[src/rtl/serial_work_receive.sv]
// 8N1 UART receiver that collects one WORK_BYTES getwork frame from the host
// and presents it as a single wide word to the miner core.
module serial_work_receive #(
  parameter int comm_clk_frequency = 100_000_000,
  parameter int baud_rate          = 115_200,
  parameter int WORK_BYTES         = 84,
  parameter int TIMEOUT_BITS       = 64
) (
  input  logic                    clk,
  input  logic                    reset,
  input  logic                    RxD,
  output logic [8*WORK_BYTES-1:0] work_data,
  output logic                    rx_done,
  output logic                    rx_busy,
  output logic                    framing_error,
  output logic [6:0]              byte_count
);

  localparam int DIV     = comm_clk_frequency / baud_rate;
  localparam int HALF    = DIV / 2;
  localparam int FW      = 8 * WORK_BYTES;
  localparam int TIMER_W = (DIV > 1) ? $clog2(DIV) : 1;
  localparam int TO_CYC  = TIMEOUT_BITS * DIV;
  localparam int IDLE_W  = $clog2(TO_CYC + 1);

  if (DIV < 4) begin : g_div_check
    $error("serial_work_receive: comm_clk_frequency/baud_rate must be at least 4");
  end

  typedef enum logic [1:0] {IDLE, START, DATA, STOP} state_t;

  state_t              state_q, state_d;
  logic                rx_meta_q, rx_sync_q;
  logic [TIMER_W-1:0]  timer_q, timer_d;
  logic [2:0]          bit_idx_q, bit_idx_d;
  logic [7:0]          byte_q, byte_d;
  logic [FW-1:0]       frame_q, frame_d;
  logic [FW-1:0]       work_q, work_d;
  logic                done_q, done_d;
  logic                busy_q, busy_d;
  logic                ferr_q, ferr_d;
  logic [6:0]          count_q, count_d;
  logic [IDLE_W-1:0]   idle_q, idle_d;
  logic                timer_end;
  logic [IDLE_W-1:0]   idle_inc;

  assign timer_end = (timer_q == TIMER_W'(DIV - 1));
  assign idle_inc  = idle_q + 1'b1;

  always_comb begin
    state_d   = state_q;
    timer_d   = timer_q + 1'b1;
    bit_idx_d = bit_idx_q;
    byte_d    = byte_q;
    frame_d   = frame_q;
    work_d    = work_q;
    done_d    = 1'b0;
    busy_d    = busy_q;
    ferr_d    = 1'b0;
    count_d   = count_q;
    idle_d    = '0;

    case (state_q)
      IDLE: begin
        timer_d = '0;
        if (!rx_sync_q) state_d = START;
      end
      START: begin
        if (timer_q == TIMER_W'(HALF - 1)) begin
          timer_d = '0;
          if (!rx_sync_q) begin
            state_d   = DATA;
            busy_d    = 1'b1;
            bit_idx_d = '0;
          end else begin
            state_d = IDLE;
          end
        end
      end
      DATA: begin
        if (timer_end) begin
          timer_d   = '0;
          byte_d    = {rx_sync_q, byte_q[7:1]};
          bit_idx_d = bit_idx_q + 1'b1;
          if (bit_idx_q == 3'd7) state_d = STOP;
        end
      end
      STOP: begin
        if (timer_end) begin
          timer_d = '0;
          busy_d  = 1'b0;
          state_d = IDLE;
          if (rx_sync_q) begin
            frame_d = {frame_q[FW-9:0], byte_q};
            if (count_q == 7'(WORK_BYTES - 1)) begin
              work_d  = {frame_q[FW-9:0], byte_q};
              done_d  = 1'b1;
              count_d = '0;
            end else begin
              count_d = count_q + 1'b1;
            end
          end else begin
            ferr_d = 1'b1;
          end
        end
      end
      default: state_d = IDLE;
    endcase

    // Partial frame is abandoned silently once the line idles too long.
    if (state_q == IDLE && count_q != 7'd0 && rx_sync_q) begin
      idle_d = idle_inc;
      if (idle_inc == IDLE_W'(TO_CYC)) begin
        count_d = '0;
        idle_d  = '0;
      end
    end
  end

  always_ff @(posedge clk or posedge reset) begin
    if (reset) begin
      state_q   <= IDLE;
      rx_meta_q <= 1'b1;
      rx_sync_q <= 1'b1;
      timer_q   <= '0;
      bit_idx_q <= '0;
      byte_q    <= '0;
      frame_q   <= '0;
      work_q    <= '0;
      done_q    <= 1'b0;
      busy_q    <= 1'b0;
      ferr_q    <= 1'b0;
      count_q   <= '0;
      idle_q    <= '0;
    end else begin
      state_q   <= state_d;
      rx_meta_q <= RxD;
      rx_sync_q <= rx_meta_q;
      timer_q   <= timer_d;
      bit_idx_q <= bit_idx_d;
      byte_q    <= byte_d;
      frame_q   <= frame_d;
      work_q    <= work_d;
      done_q    <= done_d;
      busy_q    <= busy_d;
      ferr_q    <= ferr_d;
      count_q   <= count_d;
      idle_q    <= idle_d;
    end
  end

  assign work_data     = work_q;
  assign rx_done       = done_q;
  assign rx_busy       = busy_q;
  assign framing_error = ferr_q;
  assign byte_count    = count_q;

endmodule

[config.mk]
export PLATFORM = sky130hd
export DESIGN_NAME = serial_work_receive
export DESIGN_NICKNAME = d
export VERILOG_FILES = /design/src/rtl/serial_work_receive.sv
export SDC_FILE = /design/constraint.sdc
export NUM_CORES = 2
export LEC_CHECK = 0
export BUFFER_PORTS_ARGS = -buffer_cell sky130_fd_sc_hd__buf_2
export CORE_MARGIN = 3
export CORE_UTILIZATION = 57
export DETAILED_ROUTE_END_ITERATION = 10
export GPL_TIMING_DRIVEN = 1
export MAX_ROUTING_LAYER = met4
export PLACE_DENSITY = 0.85
export SETUP_SLACK_MARGIN = 0.15
export SYNTH_ARGS = -nofsm -noshare
export SYNTH_HDL_FRONTEND = slang
export SYNTH_SLANG_ARGS = --single-unit
[constraint.sdc]
create_clock -name clk -period 62 [get_ports clk]
set_input_delay 6.2 -clock clk [delete_from_list [all_inputs] [get_ports clk]]
set_output_delay 6.2 -clock clk [all_outputs]
set_load 0.02 [all_outputs]
# [After elaboration in Yosys (flattened, before gate mapping)]
# Index checks and enable logic that the tools add are counted.
[classes] reduce_logical=13 mux=33 add_sub_neg=4 eq_ne=14
[op_table] operator="$mux 7" n=6
[op_table] operator="$mux 16" n=2
[op_table] operator="$pmux 10 s3" n=1
[op_table] operator="$mux 10" n=2
[op_table] operator="$add 16x1->16 const B" n=1
[op_table] operator="$eq 16x16->1 const B" n=1
[op_table] operator="$mux 2" n=6
[op_table] operator="$ne 2x2->1 const B" n=6
[op_table] operator="$reduce_and 4->1" n=3
[op_table] operator="$add 10x1->10 const B" n=1
[op_table] operator="$eq 10x10->1 const B" n=1
[op_table] operator="$eq 10x9->1 const B" n=1
[op_table] operator="$mux 1" n=10
[op_table] operator="$mux 3" n=3
[op_table] operator="$pmux 2 s4" n=1
[op_table] operator="$add 7x1->7 const B" n=1
[op_table] operator="$eq 7x7->1 const B" n=1
[op_table] operator="$reduce_bool 7->1" n=1
[op_table] operator="$pmux 3 s2" n=1
[op_table] operator="$reduce_and 5->1" n=1
[op_table] operator="$eq 2x2->1 const B" n=2
[op_table] operator="$reduce_bool 2->1" n=2
[op_table] operator="$add 3x1->3 const B" n=1
[op_table] operator="$eq 3x3->1 const B" n=1
[op_table] operator="7 further kinds" n=8
[word_totals] reg_bits=1387 input_bits=3 output_inout_bits=682 wordCells=77

# [Longest topological paths before layout]
[depth] ltp_word=7 ltp_mapped=9 ltp_nobuf=6

# [Worst setup path after synthesis]
# Ideal clock, no wire load.
[synth_path] path_kind="register to output" start="register count_q[2], in the netlist byte_count[2]" end="output port byte_count[2]" arrival_time_ns=0.490 path_slack_ns=55.310 required_time_ns=55.800 n_path_buf=0 stages_incl_launch_ff=1 path_cell_list="dfrtp_1"
[synth_lines] element="start: declaration" line="42" text="logic [6:0] count_q, count_d;"
[synth_lines] element="start signal: assignment" line="147" text="count_q <= count_d;"
[synth_lines] element="end: declaration" line="16" text="output logic [6:0] byte_count"
# No word-level cell between the ends.

==> results.txt <==
The flow ran to the end, and the final reports show no timing, DRC or antenna violations. The clock latency reported for the late side of the worst-skew pair is 0.74 ns. The ratio of total power to cell area came out at 29.4 nW/um^2. Setup total negative slack on the finished layout was measured at 0 ns. The placeable core region is 90,600 um^2. The worst setup skew after layout is 0.0237 ns.

Setup repair after global routing left no endpoint under its margin. The detailed placer's ending HPWL came out at 85,600 um. The maximum level of the CTS H-tree is 4.

The clock sink count is 1,387. The setup slack after placement is 52.31 ns. The average wire length per cell after detail routing is 18.0 um. The initial cell density of the core came out at 57.8%.

The residual overflow from global routing is 0. The count of mapped cells out of synthesis is 5,899. The fraction of layout instances using a drive strength above 1 came out at 14.6%.

The net count after synthesis is 5,909. The source of the worst hold timing path is rx_meta_q$_DFF_PP1_. The remaining routing DRC violations came out at 0.

The max-capacitance violation count is 0. Once detail routing completed, the nets flagged for antenna violations numbered 0. The clock transition at the registers of the reported paths is 0.06 ns. Of all flip-flops after synthesis, the portion carrying an async set or reset was 100%. After global routing, the most crowded layer is met2.

The setup path with the least slack is of type input pin to async pin. The total clock buffers created by CTS is 137. The required time at the endpoint of the critical path is 62.72 ns. From bottom edge to top edge, the die measures 309 um.

The count of inserted antenna diode cells is 0. For this run, the leading register cell type out of synthesis is sky130_fd_sc_hd__dfrtp_1. The post-CTS resize count is 0.

The post-route worst hold slack came out at 0.356 ns. The synthesized netlist occupies a cell area of 52,300 um^2. By area the synthesized netlist is led by sky130_fd_sc_hd__dfrtp_1 66%, sky130_fd_sc_hd__nand2_1 29%, sky130_fd_sc_hd__clkbuf_1 1.4%, sky130_fd_sc_hd__buf_2 1.0%, sky130_fd_sc_hd__nor2_1 0.29%.

The wire length of the first global-routing pass is 219,000 um. The number of enable-type register cells in the synthesized netlist is 0. The end-of-flow core utilization came out at 67.5%. Leaving out fill and tap cells, the most frequent cell in the layout is sky130_fd_sc_hd__nand2_1. Clock tree synthesis selected as its root buffer the cell sky130_fd_sc_hd__clkbuf_16. STA classifies the critical path startpoint as an input pin.

The startpoint of the most critical register-to-register path is rx_sync_q$_DFF_PP1_. The maximum vdd ir drop came out at 0.0000259 V. The max-slew violation count came out at 0. The global-route met3 utilization came out at 6.30%. The type of the most critical hold path is register to register. The die span in x came out at 309 um. The growth of design area from synthesis to finish is 16.9%.

The number of nets in the layout came out at 6,458. For met1 alone, demand over resource in global routing was 36.7%. The pin count of the biggest net entering global routing is 231.

The global routing usage summed across all routing layers came out at 30.0%. For this design, the CTS-stage hold fixing added 0 buffers. For the pin with the worst max-slew slack, the measured transition is 1.25 ns. The final critical delay including setup and external delays came out at 8.83 ns.

The maximum clock insertion buffer count is 3. The weighted congestion reported at the end of routability-driven placement is 0.878. 685 I/O pins were placed.

The row count is 110. The count of buffers inserted at the top-level ports came out at 684. The number of antenna violations at the first check in global routing came to 1.

The met2 global-route usage is 46.5%. The first routing iteration left 4,796 violations. The sequential element share of the synthesized area came out at 66.4%. The number of failing setup endpoints in the final timing report is 0. The data arrival time at the worst-slack endpoint came out at 9.55 ns. The library cells used most frequently in the layout, excluding fill and tap cells, are 4,025 x sky130_fd_sc_hd__nand2_1, 1,385 x sky130_fd_sc_hd__dfrtp_1, 684 x sky130_fd_sc_hd__buf_2, 139 x sky130_fd_sc_hd__clkbuf_16, 40 x sky130_fd_sc_hd__nor2_1. For this block, the via count after detailed routing is 41,500.

The share of the cycle needed by the critical path after routing came out at 14.2%. The CTS tree is yes. The total wirelength of the detailed-routed design is 139,000 um. Synthesis instantiated 50 different standard cells from the library. The maximum fanout along the worst path came out at 189.

STA classifies the critical path endpoint as an async pin. The via count of the first global-routing pass came to 40,700. The number of detailed-route iterations in the first pass came out at 7.

The static power due to leakage came out at 0.0372 uW. The area enclosed by the die boundary came out at 95,400 um^2. The share of Yosys cell area claimed by the top area cell type is 66.3%. The critical path starts at reset. sky130_fd_sc_hd__dfrtp_1 takes more of the synthesized area than any other cell. The final hold violation count is 0. The per-cell via count in the routed design is 5.37.

The number of synthesized register bits is 1,387. The upper clock frequency limit came out at 113 MHz. The number of buffers inserted to repair setup after CTS is 0.

The synthesized area divided by synthesized cell count came out at 8.87 um^2. The headroom to the max-slew limit came out at 16.3%. The number of warnings reported in the yosys synthesis log is 0.

The worst-case setup margin in the final layout came out at 53.17 ns.
[per-stage QoR]
step,power (uW),cell area (um^2),instances
6_report,1800,61100,7732
5_1_grt,1850,61100,7732
4_1_cts,1810,61100,7732
3_5_place_dp,941,56300,7485
3_3_place_gp,941,56300,7485
2_1_floorplan,937,52300,5899
[layer usage]
layer | routed length (um) | vias to the layer above
met3 | 9960 | 481
met1 | 53000 | 20300
met5 | 0 | -
met2 | 66700 | 1758
li1 | - | 18900
met4 | 9560 | 0
[final timing paths]
path                                         endpoint  slack, ns  depth (start not counted)
max reg2reg                work_data[354]$_DFFE_PP0P_      56.95                          7
max in group clk                        byte_count[2]      54.41                          1
min                               rx_sync_q$_DFF_PP1_       0.36                          0
min in group asynchronous    frame_q[572]$_DFFE_PP0P_       5.65                          2
max                         work_data[72]$_DFFE_PP0P_      53.17                          5
min reg2reg                       rx_sync_q$_DFF_PP1_       0.36                          0
[cell usage after synthesis (all sizes together), types with 3 or more instances]
master and n:
a21oi 7, a31oi 3, and2 3, and3 3, and4 3, buf 114
clkbuf 191, dfrtp 1385, ha 7, inv 10, mux2 9, nand2 4026
nand2b 3, nand3 10, nand4 6, nor2 41, nor3 13, nor4 6
o21ai 6, or3b 3, xnor2 11, xor2 13
[kinds of logic (layout without fill, tap and decap cells)]
logic type	after synthesis	in the layout	share of synthesized area (%)
AOI/OAI and AO/OA	28	28	0.368
xor gates and xnor gates	24	24	0.402
adders and majority gates	7	7	0.167
buffers and inverters	315	972	2.54
DFF	1387	1387	66.4
muxes	11	11	0.232
and+or+nand+nor	4127	4127	29.9
[area by class of cell]
type	instances	area (um^2)
repair buffers	715	3790
multi-input cells	4197	16300
well taps	1176	1470
inverters	10	45.0
fillers	6420	29400
clock buffers	198	4030
clock inverters	49	782
flip-flops and latches	1387	34700
[registers in the layout (all words and copies together), names as in the netlist, 3 cells and up, named ones only]
| name | cells |
|---|---|
| byte_count | 7 |
| bit_idx_q | 3 |
| work_data | 672 |
| frame_q | 664 |
| timer_q | 10 |
| byte_q | 8 |
| idle_q | 16 |
[power by group]
| group | leakage, uW | switching (uW) | internal (uW) |
|---|---|---|---|
| logic | 0.0155 | 16.8 | 0.981 |
| clock network | 0.00235 | 356 | 518 |
| registers | 0.0194 | 0.0977 | 905 |
[worst max-delay path, cell delays in order]
cell and delay (ns):
sky130_fd_sc_hd__buf_2 0.13, sky130_fd_sc_hd__inv_8 0.58, sky130_fd_sc_hd__buf_4 0.79, sky130_fd_sc_hd__buf_4 0.78
sky130_fd_sc_hd__buf_12 0.76
No activity file was read; power rests on OpenSTA's default activity.
